--- src/rtl/coin_feeder.sv ---
// coin_feeder
//   Buys a batch of drinks from a vending machine (price 2.0, i.e. four
//   half-units) by feeding coins in one of several payment patterns.
//   The drink and change responses from the machine are collected.
//   An order can be cancelled while paying; in that case the machine is
//   asked for a refund.
//
// Ports
//   clk           rising-edge clock
//   reset         asynchronous, active-high reset
//   start         order request, sampled only in IDLE
//   cnt           number of drinks to buy, latched on an accepted start
//   mode          payment pattern, latched on an accepted start
//   cancel        abort request, sampled only in PAY
//   drink         registered drink pulse from the machine
//   back          registered change code from the machine (half-units)
//   coin          coin to the machine: 00 none, 01 = 0.5, 10 = 1.0, 11 refund
//   busy          high while an order is in progress
//   done          one-cycle completion pulse
//   drinks_got    drinks received in the current order
//   change_total  change received in half-units, saturating at 31
//   err           sticky, set when an expected drink did not arrive
module coin_feeder #(
  parameter int CNT_W = 3
) (
  input  logic             clk,
  input  logic             reset,
  input  logic             start,
  input  logic [CNT_W-1:0] cnt,
  input  logic [1:0]       mode,
  input  logic             cancel,
  input  logic             drink,
  input  logic [1:0]       back,
  output logic [1:0]       coin,
  output logic             busy,
  output logic             done,
  output logic [CNT_W-1:0] drinks_got,
  output logic [4:0]       change_total,
  output logic             err
);

  typedef enum logic [2:0] {
    IDLE,
    PAY,
    WAIT,
    REFUND,
    RWAIT,
    DONE
  } state_t;

  state_t           state;
  state_t           state_nxt;
  logic [CNT_W-1:0] cnt_q;
  logic [1:0]       mode_q;
  logic [1:0]       idx;
  logic [1:0]       pat_coin;
  logic             pat_last;
  logic [CNT_W-1:0] drinks_inc;

  // The back code value equals the change in half-units, so it is added
  // directly.
  function automatic logic [4:0] sat_add(input logic [4:0] a, input logic [1:0] b);
    logic [5:0] s;
    s = {1'b0, a} + {4'b0000, b};
    return s[5] ? 5'd31 : s[4:0];
  endfunction

  assign drinks_inc = drinks_got + CNT_W'(1);

  // Coin pattern for one drink, indexed by the coin position within that drink.
  // Modes 00 and 11 both pay with two 1.0 coins.
  always_comb begin
    pat_coin = 2'b10;
    pat_last = 1'b0;
    case (mode_q)
      2'b01: begin
        pat_coin = 2'b01;
        pat_last = (idx == 2'd3);
      end
      2'b10: begin
        pat_coin = (idx == 2'd0) ? 2'b01 : 2'b10;
        pat_last = (idx == 2'd2);
      end
      default: begin
        pat_coin = 2'b10;
        pat_last = (idx == 2'd1);
      end
    endcase
  end

  always_ff @(posedge clk or posedge reset) begin
    if (reset) state <= IDLE;
    else       state <= state_nxt;
  end

  // The machine answers one cycle after the completing coin, so WAIT and
  // RWAIT are single cycles. In these cycles drink and back are sampled.
  always_comb begin
    state_nxt = state;
    coin      = 2'b00;
    busy      = 1'b0;
    done      = 1'b0;
    case (state)
      IDLE: begin
        if (start) state_nxt = (cnt != '0) ? PAY : DONE;
      end
      PAY: begin
        busy = 1'b1;
        coin = pat_coin;
        if (cancel)        state_nxt = REFUND;
        else if (pat_last) state_nxt = WAIT;
      end
      WAIT: begin
        busy = 1'b1;
        if (!drink)                  state_nxt = DONE;
        else if (drinks_inc == cnt_q) state_nxt = DONE;
        else                         state_nxt = PAY;
      end
      REFUND: begin
        busy      = 1'b1;
        coin      = 2'b11;
        state_nxt = RWAIT;
      end
      RWAIT: begin
        busy      = 1'b1;
        state_nxt = DONE;
      end
      DONE: begin
        done      = 1'b1;
        state_nxt = IDLE;
      end
      default: state_nxt = IDLE;
    endcase
  end

  // Order bookkeeping. Results stay visible in IDLE until the next accepted
  // order. An order with cnt=0 leaves them untouched.
  always_ff @(posedge clk or posedge reset) begin
    if (reset) begin
      cnt_q        <= '0;
      mode_q       <= 2'b00;
      idx          <= 2'd0;
      drinks_got   <= '0;
      change_total <= 5'd0;
      err          <= 1'b0;
    end else begin
      case (state)
        IDLE: begin
          if (start && (cnt != '0)) begin
            cnt_q        <= cnt;
            mode_q       <= mode;
            idx          <= 2'd0;
            drinks_got   <= '0;
            change_total <= 5'd0;
            err          <= 1'b0;
          end
        end
        PAY: begin
          if (!cancel) idx <= idx + 2'd1;
        end
        WAIT: begin
          idx <= 2'd0;
          if (drink) begin
            drinks_got   <= drinks_inc;
            change_total <= sat_add(change_total, back);
          end else begin
            err <= 1'b1;
          end
        end
        REFUND: begin
          // The coin inserted in the cancel cycle may itself have completed a drink.
          if (drink) begin
            drinks_got   <= drinks_inc;
            change_total <= sat_add(change_total, back);
          end
        end
        RWAIT: begin
          change_total <= sat_add(change_total, back);
        end
        default: ;
      endcase
    end
  end

endmodule

--- config.mk ---
export PLATFORM = sky130hd
export DESIGN_NAME = coin_feeder
export DESIGN_NICKNAME = d
export VERILOG_FILES = /design/src/rtl/coin_feeder.sv
export SDC_FILE = /design/constraint.sdc
export NUM_CORES = 1
export LEC_CHECK = 0
export CAP_MARGIN = 30
export CORE_MARGIN = 3
export CORE_UTILIZATION = 45
export CTS_CLUSTER_DIAMETER = 50
export DETAILED_ROUTE_END_ITERATION = 8
export GPL_ROUTABILITY_DRIVEN = 1
export PLACE_DENSITY = 0.74
export SYNTH_ARGS = -nofsm -noshare
export SYNTH_HDL_FRONTEND = slang
export SYNTH_SLANG_ARGS = --single-unit
--- constraint.sdc ---
create_clock -name clk -period 1.6 [get_ports clk]
set_input_delay 0.24 -clock clk [delete_from_list [all_inputs] [get_ports clk]]
set_output_delay 0.24 -clock clk [all_outputs]
set_load 0.005 [all_outputs]
==> impl_metrics.ini <==
[sta]
clock_skew_ps = 3.69
slew_violations = 0
timing.final.crit_period_ps = 1660
slew_headroom_pct = 76.6
fin_ws_ps = -59.8
fmax_ghz = 0.602
finalSetupViolations = 3
tightestPinTransition_ps = 348
grt_setup_unrepaired = true
period_share_pct = 104
hold_viol_final = 0
fin_setup_tns_ps = -131

[setup_path]
worstPathRequired_ps = 1820
end_kind = flip-flop
criticalPathCategory = flip-flop to flip-flop
worstPathArrival_ps = 1880
setup.reg_to_reg.worst_slack_ps = -60
worst_setup_path_start_kind = flip-flop
cp_max_fo = 2

[floorplan]
initial_core_util_pct = 48.2
die_w_um = 58.0
die_y_um = 58.0
ios = 25
rows = 18
die-area_um2 = 3360
core_um2 = 2520

[detailed_routing]
final_antenna_net_count = 0
num_vias = 1128
dr.pass1.iters = 4
finalWirelength_um = 3110
viasPerCell = 5.15
post_drt_wl_per_cell_um = 14.2
drc = 0
drt-initial-drc-count = 18

[grt]
grt_pass1_wl_um = 4930
antenna_found_initial = 0
grt_pass1_vias = 1102
grt_usage_pct = 18.9
grt_start_max_net_pins = 20
overflow = 0

[clock_network]
cts_tree = yes
clkTransAtPathRegs_ps = 100
root_buffer = clkbuf_4
clk_path_buf_depth = 2
htreeDepth = 1
hold_buffers = 0
clock_sinks = 19
cts_made_buffers = 3
clk_latency_ps = 310

[synth]
yosysTopAreaCell = dfrtp_1
ys_ff_latch = 19
syn-cell-area_um2 = 1220
synthSimpleGateAreaFrac_pct = 16.9
synth-edff-count = 0
ys_types = 45
ys_top_cells_by_area = dfrtp_1, ha_1, xnor2_1, inv_1, nor2_1
async_flop_share_pct = 100
synth_warnings = 0
synth-seq-area-share_pct = 39.1
synth_mux_area_share_pct = 5.25
synthAdderAreaFrac_pct = 8.85
yosysTopAreaCellShare_pct = 39.1
synth_compound_area_share_pct = 18.8
synthFlopType = dfrtp_1
avgSynthCellArea_um2 = 9.73
synthXorXnorAreaFrac_pct = 5.04
syn_inst = 125
synth_nets = 145
synth_top_family_by_area = compound AO/OA/AOI/OAI gates

[layout]
stdcell_count = 219
drive_gt1_share_pct = 38.6
fin_util_pct = 76.3
fin_area_um2 = 1930
layout.nets = 210
area_growth_pct = 58.3
diodes = 0

[placed_design]
place_area_um2 = 1670
pre_cts_ws_ps = -257
dpl.cell_count = 198
place.gp.congestion = 0.840
hpwl_um = 2150
place.port_buffers = 24

[power_and_ir_drop]
ir_worst_vdd_v = 0.00116
p_sw_mw = 1.29
power.internal_mw = 2.09
seqPwrFrac_pct = 26.4
power_leakage_nw = 0.926
cellPowerDensity_nw_per_um2 = 1760
swShare_pct = 38.2
pwr-share-clk_pct = 7.5
pwr-share-comb_pct = 66.1

[min_path]
min_path_type = input port to async pin

[run_status]
status = finished, violations left
violations = negative setup slack

[run]
maxCapViolations = 0
## area by class of cell
cell class / count / area (µm²)
multi-input combinational: 89 / 763
fill: 179 / 597
timing repair buffer: 65 / 572
sequential: 19 / 482
inverter: 12 / 45.0
tap: 30 / 37.5
clock buffer: 4 / 26.3
## power by group through the flow
stage	sequential, mW	clock (mW)	combinational [mW]
floorplan	0.857	0	1.05
global placement	0.902	0	1.72
detailed placement	0.915	0	1.78
CTS	0.864	0.256	2.01
global route	0.918	0.292	2.44
finish	0.893	0.253	2.24
## metrics by stage
| step | hold slack [ps] | power, mW |
|---|---|---|
| 6_report | 251 | 3.38 |
| 5_1_grt | 250 | 3.65 |
| 4_1_cts | 260 | 3.13 |
| 3_5_place_dp | 483 | 2.69 |
| 3_3_place_gp | 468 | 2.62 |
| 2_1_floorplan | 191 | 1.90 |
## worst max-delay path, cell delays in order (launching register included)
cell and delay (ps):
dfrtp_1 430, ha_4 250, xor2_1 140, or4_4 510, a211oi_2 240
## cells by family (layout without fill, tap and decap cells)
family,after synthesis,in the layout
and+or+nand+nor,38,38
muxes,6,6
xor gates and xnor gates,7,7
adders and majority gates,8,8
DFF,19,19
buffers and inverters,17,81
AOI/OAI and AO/OA,30,30
## worst paths after layout
kind / from / endpoint / cells past startpoint
min in group clk: mode[0] / mode_q[0]$_DFFE_PP0P_ / 2
setup / recovery: drinks_got[1]$_DFFE_PP0P_ / state[2]$_DFFE_PP0P_ / 4
hold / removal: reset / drinks_got[2]$_DFFE_PP0P_ / 3
max in group asynchronous: reset / state[2]$_DFFE_PP0P_ / 3
setup reg to reg: drinks_got[1]$_DFFE_PP0P_ / state[2]$_DFFE_PP0P_ / 4
hold reg to reg: err$_DFFE_PP0P_ / err$_DFFE_PP0P_ / 2
## repair_timing
action,4_1_cts,5_1_grt
buffers inserted,9,9
pin swaps,3,8
setup endpoints to repair,13,22
resized for setup,22,21
## flip-flops by register name, summed over array words and instances, names as in the netlist
| signal | cells |
|---|---|
| change_total | 5 |
| err | 1 |
| drinks_got | 3 |
| cnt_q | 3 |
| idx | 2 |
| mode_q | 2 |
| state | 3 |
## synthesized netlist by cell type (3+ instances only)
cell type and n:
dfrtp_1 19, inv_1 12, nor2_1 12, ha_1 7
nand2_1 7, xnor2_1 6, a21oi_1 5, a22o_1 4
a21o_1 3, mux2i_1 3, nor3_1 3, o21ai_0 3
## cells in the final DEF, fill, tap and decap left out, types with 3 or more instances in the layout
| cell | instances |
|---|---|
| a21o_1 | 3 |
| a21oi_1 | 4 |
| a22o_1 | 4 |
| buf_2 | 3 |
| buf_4 | 34 |
| buf_6 | 6 |
| clkbuf_4 | 3 |
| clkdlybuf4s50_1 | 18 |
| dfrtp_1 | 14 |
| dfrtp_2 | 5 |
| ha_1 | 3 |
| ha_4 | 3 |
| inv_1 | 11 |
| mux2i_1 | 3 |
| nand2_1 | 7 |
| nor2_1 | 11 |
| o21ai_0 | 3 |
| xnor2_1 | 4 |
## routing by layer
metal	part of all wire, %	track usage [%]	vias up
met4	1.7	6.29	0
met2	51	32.9	23
met5	0	0	-
li1	-	-	567
met3	4.5	3.12	4
met1	42	23.6	534
No activity file was read; power rests on OpenSTA's default activity.
==> variant 1: new RTL, config.mk and constraints unchanged <==
Register the output `err` once more, with the module's reset; this adds one clock of latency there. The other outputs are not delayed to match.
--- a/src/rtl/coin_feeder.sv
+++ b/src/rtl/coin_feeder.sv
@@ -49,2 +49,4 @@
   } state_t;
+
+  logic err_s0;
 
@@ -144,3 +146,3 @@
       change_total <= 5'd0;
-      err          <= 1'b0;
+      err_s0       <= 1'b0;
     end else begin
@@ -154,3 +156,3 @@
             change_total <= 5'd0;
-            err          <= 1'b0;
+            err_s0       <= 1'b0;
           end
@@ -166,3 +168,3 @@
           end else begin
-            err <= 1'b1;
+            err_s0 <= 1'b1;
           end
@@ -184,2 +186,10 @@
 
+  always_ff @(posedge clk or posedge reset) begin
+    if (reset) begin
+      err <= '0;
+    end else begin
+      err <= err_s0;
+    end
+  end
+
 endmodule
Function: changed (a bounded check fails within 10 cycles, from zero or initial values and one cycle with reset high).
==> variant 1 against the original RTL <==
The run still ends with setup timing left. Global-route usage down 0.67 points. Critical endpoint is now coin[0]. Wire length shrank 1.6%. Synthesized area is 4.2% higher. Worst hold slack worse by 5.3 ps. Highest routed layer unchanged. Total power up 2.6%. Sequential cell count grew 1. Worst setup slack better by 32 ps. Register-to-register slack better by 50 ps. Cell area decreased by 2.7%.
==> variant 1: results (changes against the original RTL) <==
| Metric | Value |
|---|---|
| Status | `finished, violations left (unchanged)` |
| Failing checks | `setup timing (unchanged)` |
| Initial DRC count | `42 (was 18)` |
| CTS clk-pin slew, worst paths | `120 ps (was 100 ps)` |
| Post-Route Utilization | `73.0% (was 76.3%)` |
| Ratio of cells with drive above 1 in the final layout | `33.5% (was 38.6%)` |
| # setup viols final | `3 (unchanged)` |
| Leakage | `0.861 nW (was 0.926 nW)` |
| Syn_nets | `159 (was 145)` |
| Mux cell area share after synthesis | `5.23% (was 5.25%)` |
| Final wirelength | `3060 um (was 3110 um)` |
| Top FF cell, synth | `dfrtp_1 (unchanged)` |
| Metal3 WL | `134 um (was 139 um)` |
| CP delay by family, top | `flip-flops (was simple AND/OR/NAND/NOR gates)` |
| # nets final | `218 (was 210)` |
| Synth Area in XOR/XNOR | `4.84% (was 5.04%)` |
| Post-Synth Adder-Cell Area | `8.49% (was 8.85%)` |
| CP max stage delay | `460 ps (was 510 ps)` |
| Met3 Usage GRT | `4.36% (was 3.12%)` |
| Compound-Gate Fraction of Synth Area | `14.4% (was 18.8%)` |
| Crit path max fanout | `4 (was 2)` |
| Top cells by count, synth | `dfrtp_1 (20), nor2_1 (19), nand2_1 (14) (was dfrtp_1 (19), inv_1 (12), nor2_1 (12))` |
| Pre-CTS setup slack | `-266 ps (was -257 ps)` |
| Fillers | `197 (was 179)` |
| Metal1 wirelength | `1460 um (was 1320 um)` |
| GR Util All Layers | `18.2% (was 18.9%)` |
| Worst R2R Path Depth | `6 (was 4)` |
| Data arrival, critical path | `1390 ps (was 1880 ps)` |
| Met1 Usage GRT | `23.1% (was 23.6%)` |
| RePlAce Congestion | `0.838 (was 0.840)` |
| Largest net degree at the start of global routing | `21 (was 20)` |
| Critical-path top delay cell | `dfrtp_2 (was or4_4)` |
| Final setup skew | `9.08 ps (was 3.69 ps)` |
| Vias post-DR | `1,181 (was 1,128)` |
| First-pass GRT wire length | `4940 um (was 4930 um)` |
| Synth unique cells | `38 (was 45)` |
| Slew margin rel. | `80.2% (was 76.6%)` |
| Slack of the critical path | `-27.6 ps (was -59.8 ps)` |
| Placed cell area | `0.00169 mm2 (was 0.00167 mm2)` |
| Post-synthesis sequential area ratio | `39.5% (was 39.1%)` |
| Met2 Routed Length | `1450 um (was 1600 um)` |
variant 1: cell types whose count changed after synthesis, moves of 3 or more:
cell,change
a21oi_1,-3
o21ai_1,+3
nand2_1,+7
mux2_2,+4
o21ai_0,+7
nor2_1,+7
a22o_1,-4
nor3_1,+4
variant 1: worst paths after layout:
kind                                             start                          end  slack (ps)
max                              mode_q[1]$_DFFE_PP0P_                      coin[0]         -30
min                                              reset    drinks_got[0]$_DFFE_PP0P_         250
max reg2reg                change_total[0]$_DFFE_PP0P_  change_total[4]$_DFFE_PP0P_         -10
min reg2reg                         err_s0$_DFFE_PP0P_                err$_DFF_PP0_         420
max in group asynchronous                        reset         state[2]$_DFFE_PP0P_        1110
min in group clk                    err_s0$_DFFE_PP0P_                err$_DFF_PP0_         420
variant 1: final cells by class:
| type | count | share of cell area, % |
|---|---|---|
| repair buffers | 58 | 26.2 |
| well taps | 30 | 2.00 |
| flip-flops and latches | 20 | 26.9 |
| multi-input cells | 104 | 40.7 |
| inverters | 11 | 2.20 |
| clock buffers | 4 | 1.94 |
variant 1: where the power goes:
group	total, mW	internal [mW]	switching (mW)	leakage, nW
clock network	0.301	0.139	0.162	0.0210
registers	0.932	0.725	0.207	0.252
logic	2.24	1.25	0.984	0.588
total	3.47	2.12	1.35	0.861
variant 1: stage by stage:
stage / cells / total power [mW] / setup TNS, ps
2_1_floorplan: 139 / 2.01 / 0
3_3_place_gp: 211 / 2.74 / -1410
3_5_place_dp: 211 / 2.82 / -1850
4_1_cts: 221 / 3.26 / -98.9
5_1_grt: 227 / 3.75 / -406
6_report: 227 / 3.47 / -47.8
variant 1: timing repair:
item	4_1_cts	5_1_grt
resized for setup	20	13
hold buffers	0	0
gates cloned	0	0
endpoints found under the setup margin	4	16
setup buffers	6	6
hold endpoints to repair	0	0
pin swaps	3	6
==> variant 2: new RTL, same flow settings <==
Made on the original files. `CNT_W`: 3 -> 6.
--- a/src/rtl/coin_feeder.sv
+++ b/src/rtl/coin_feeder.sv
@@ -23,3 +23,3 @@
 module coin_feeder #(
-  parameter int CNT_W = 3
+  parameter int CNT_W = 6
 ) (
Ports: changed (resized cnt and drinks_got); port bits go from 25 to 31. The function was not compared with the original's and may differ.
==> variant 2 against the original RTL <==
The run still ends with setup timing left. Die area rose by 25%. Count of clock-buffer cells in the layout unchanged. Sequential cell count up 6. Combinational power is 38% higher. Cell area is 33% higher. Clock skew increased by 7.0 ps. Synthesized cell count grew 34%. Sequential power up 20%. Worst setup slack got worse by 90 ps. Synthesized area is 28% higher. Wire length up 52%. Total power up 32%. Critical path type unchanged.
==> variant 2: results (changes against the original RTL) <==
| Metric | Value |
|---|---|
| Status | `finished, violations left (unchanged)` |
| Failing checks | `setup timing (unchanged)` |
| Reg2reg start | `state[1]$_DFFE_PP0P_ (was drinks_got[1]$_DFFE_PP0P_)` |
| # port buffers | `30 (was 24)` |
| Met1 Usage GRT | `28.4% (was 23.6%)` |
| Final wirelength | `4730 um (was 3110 um)` |
| Metal1 wirelength | `2080 um (was 1320 um)` |
| CP delay by family, top | `compound AO/OA/AOI/OAI gates (was simple AND/OR/NAND/NOR gates)` |
| Met2 Routed Length | `2460 um (was 1600 um)` |
| Clock Power Share | `6.7% (was 7.5%)` |
| Met3 Usage GRT | `2.60% (was 3.12%)` |
| Ratio of cells with drive above 1 in the final layout | `43.9% (was 38.6%)` |
| Async set-reset flop share out of synthesis | `100% (unchanged)` |
| Max IR drop VDD | `0.867 mV (was 1.16 mV)` |
| # nets final | `267 (was 210)` |
| Initial DRC count | `66 (was 18)` |
| Largest net degree at the start of global routing | `26 (was 20)` |
| Syn Inst Count | `168 (was 125)` |
| Post-route setup TNS | `-1810 ps (was -131 ps)` |
| Detailed placement HPWL | `2910 um (was 2150 um)` |
| Top cells by count, synth | `dfrtp_1 (25), o21ai_0 (18), nor2_1 (17) (was dfrtp_1 (19), inv_1 (12), nor2_1 (12))` |
| Switch share | `40.7% (was 38.2%)` |
| Pre-CTS setup slack | `-597 ps (was -257 ps)` |
| Crit path max fanout | `5 (was 2)` |
| Critical-path top delay cell | `dfrtp_2 (was or4_4)` |
| Clock Latency Late Sink | `330 ps (was 310 ps)` |
| Synth unique cells | `40 (was 45)` |
| First-pass GRT wire length | `7310 um (was 4930 um)` |
| Final setup skew | `10.7 ps (was 3.69 ps)` |
| Met2 Resource Use GR | `39.7% (was 32.9%)` |
| Slew margin rel. | `75.3% (was 76.6%)` |
| Post-Route Utilization | `80.6% (was 76.3%)` |
| Drt pass-1 iters | `4 (unchanged)` |
| GR Util All Layers | `21.9% (was 18.9%)` |
| # setup viols final | `23 (was 3)` |
| Drt wl/cell | `16.4 um (was 14.2 um)` |
| Critical Path End | `drinks_got[5]$_DFFE_PP0P_ (was state[2]$_DFFE_PP0P_)` |
| Combinational fraction of design power | `69.3% (was 66.1%)` |
| WHS | `240 ps (was 251 ps)` |
| Metal3 WL | `164 um (was 139 um)` |
| Leakage | `1.20 nW (was 0.926 nW)` |
| Placed cell area | `0.00212 mm2 (was 0.00167 mm2)` |
| Synth area leaders | `dfrtp_1 (40%), o21ai_0 (5.8%), ha_1 (4.8%) (was dfrtp_1 (39%), ha_1 (7.2%), xnor2_1 (4.3%))` |
| Syn_nets | `190 (was 145)` |
| CTS clk-pin slew, worst paths | `150 ps (was 100 ps)` |
| Post-synthesis sequential area ratio | `40.3% (was 39.1%)` |
| Data arrival, critical path | `1970 ps (was 1880 ps)` |
| Fillers | `192 (was 179)` |
| Worst R2R Path Depth | `6 (was 4)` |
| Slack of the critical path | `-150 ps (was -59.8 ps)` |
| RePlAce Congestion | `0.818 (was 0.840)` |
## variant 2: cells by family after synthesis
family                     after synthesis  share of synthesized area [%]
xor gates and xnor gates                10                           5.64
and+or+nand+nor                         55                           18.4
adders and majority gates                7                           6.12
DFF                                     25                           40.3
muxes                                    7                           5.00
AOI/OAI and AO/OA                       46                           19.9
buffers and inverters                   18                           4.67
## variant 2: area by class of cell
type | instances | area share (%)
flip-flops and latches | 25 | 24.6
well taps | 44 | 2.15
inverters | 13 | 1.91
repair buffers | 77 | 27.8
multi-input cells | 125 | 42.5
clock buffers | 4 | 1.03
## variant 2: worst reg2reg max path, cell delays in order, from the launching register on
cell and delay [ps]:
dfrtp_2 490, or3_4 410, a211oi_4 240, buf_4 180, nor2_4 40, o21ai_1 160
o31ai_1 110
## variant 2: repair_timing
action	in CTS	in global routing
gates resized for setup	64	43
hold buffers	0	0
endpoints found under the hold margin	0	0
setup buffers	12	8
pin swaps	19	22
setup endpoints to repair	21	32
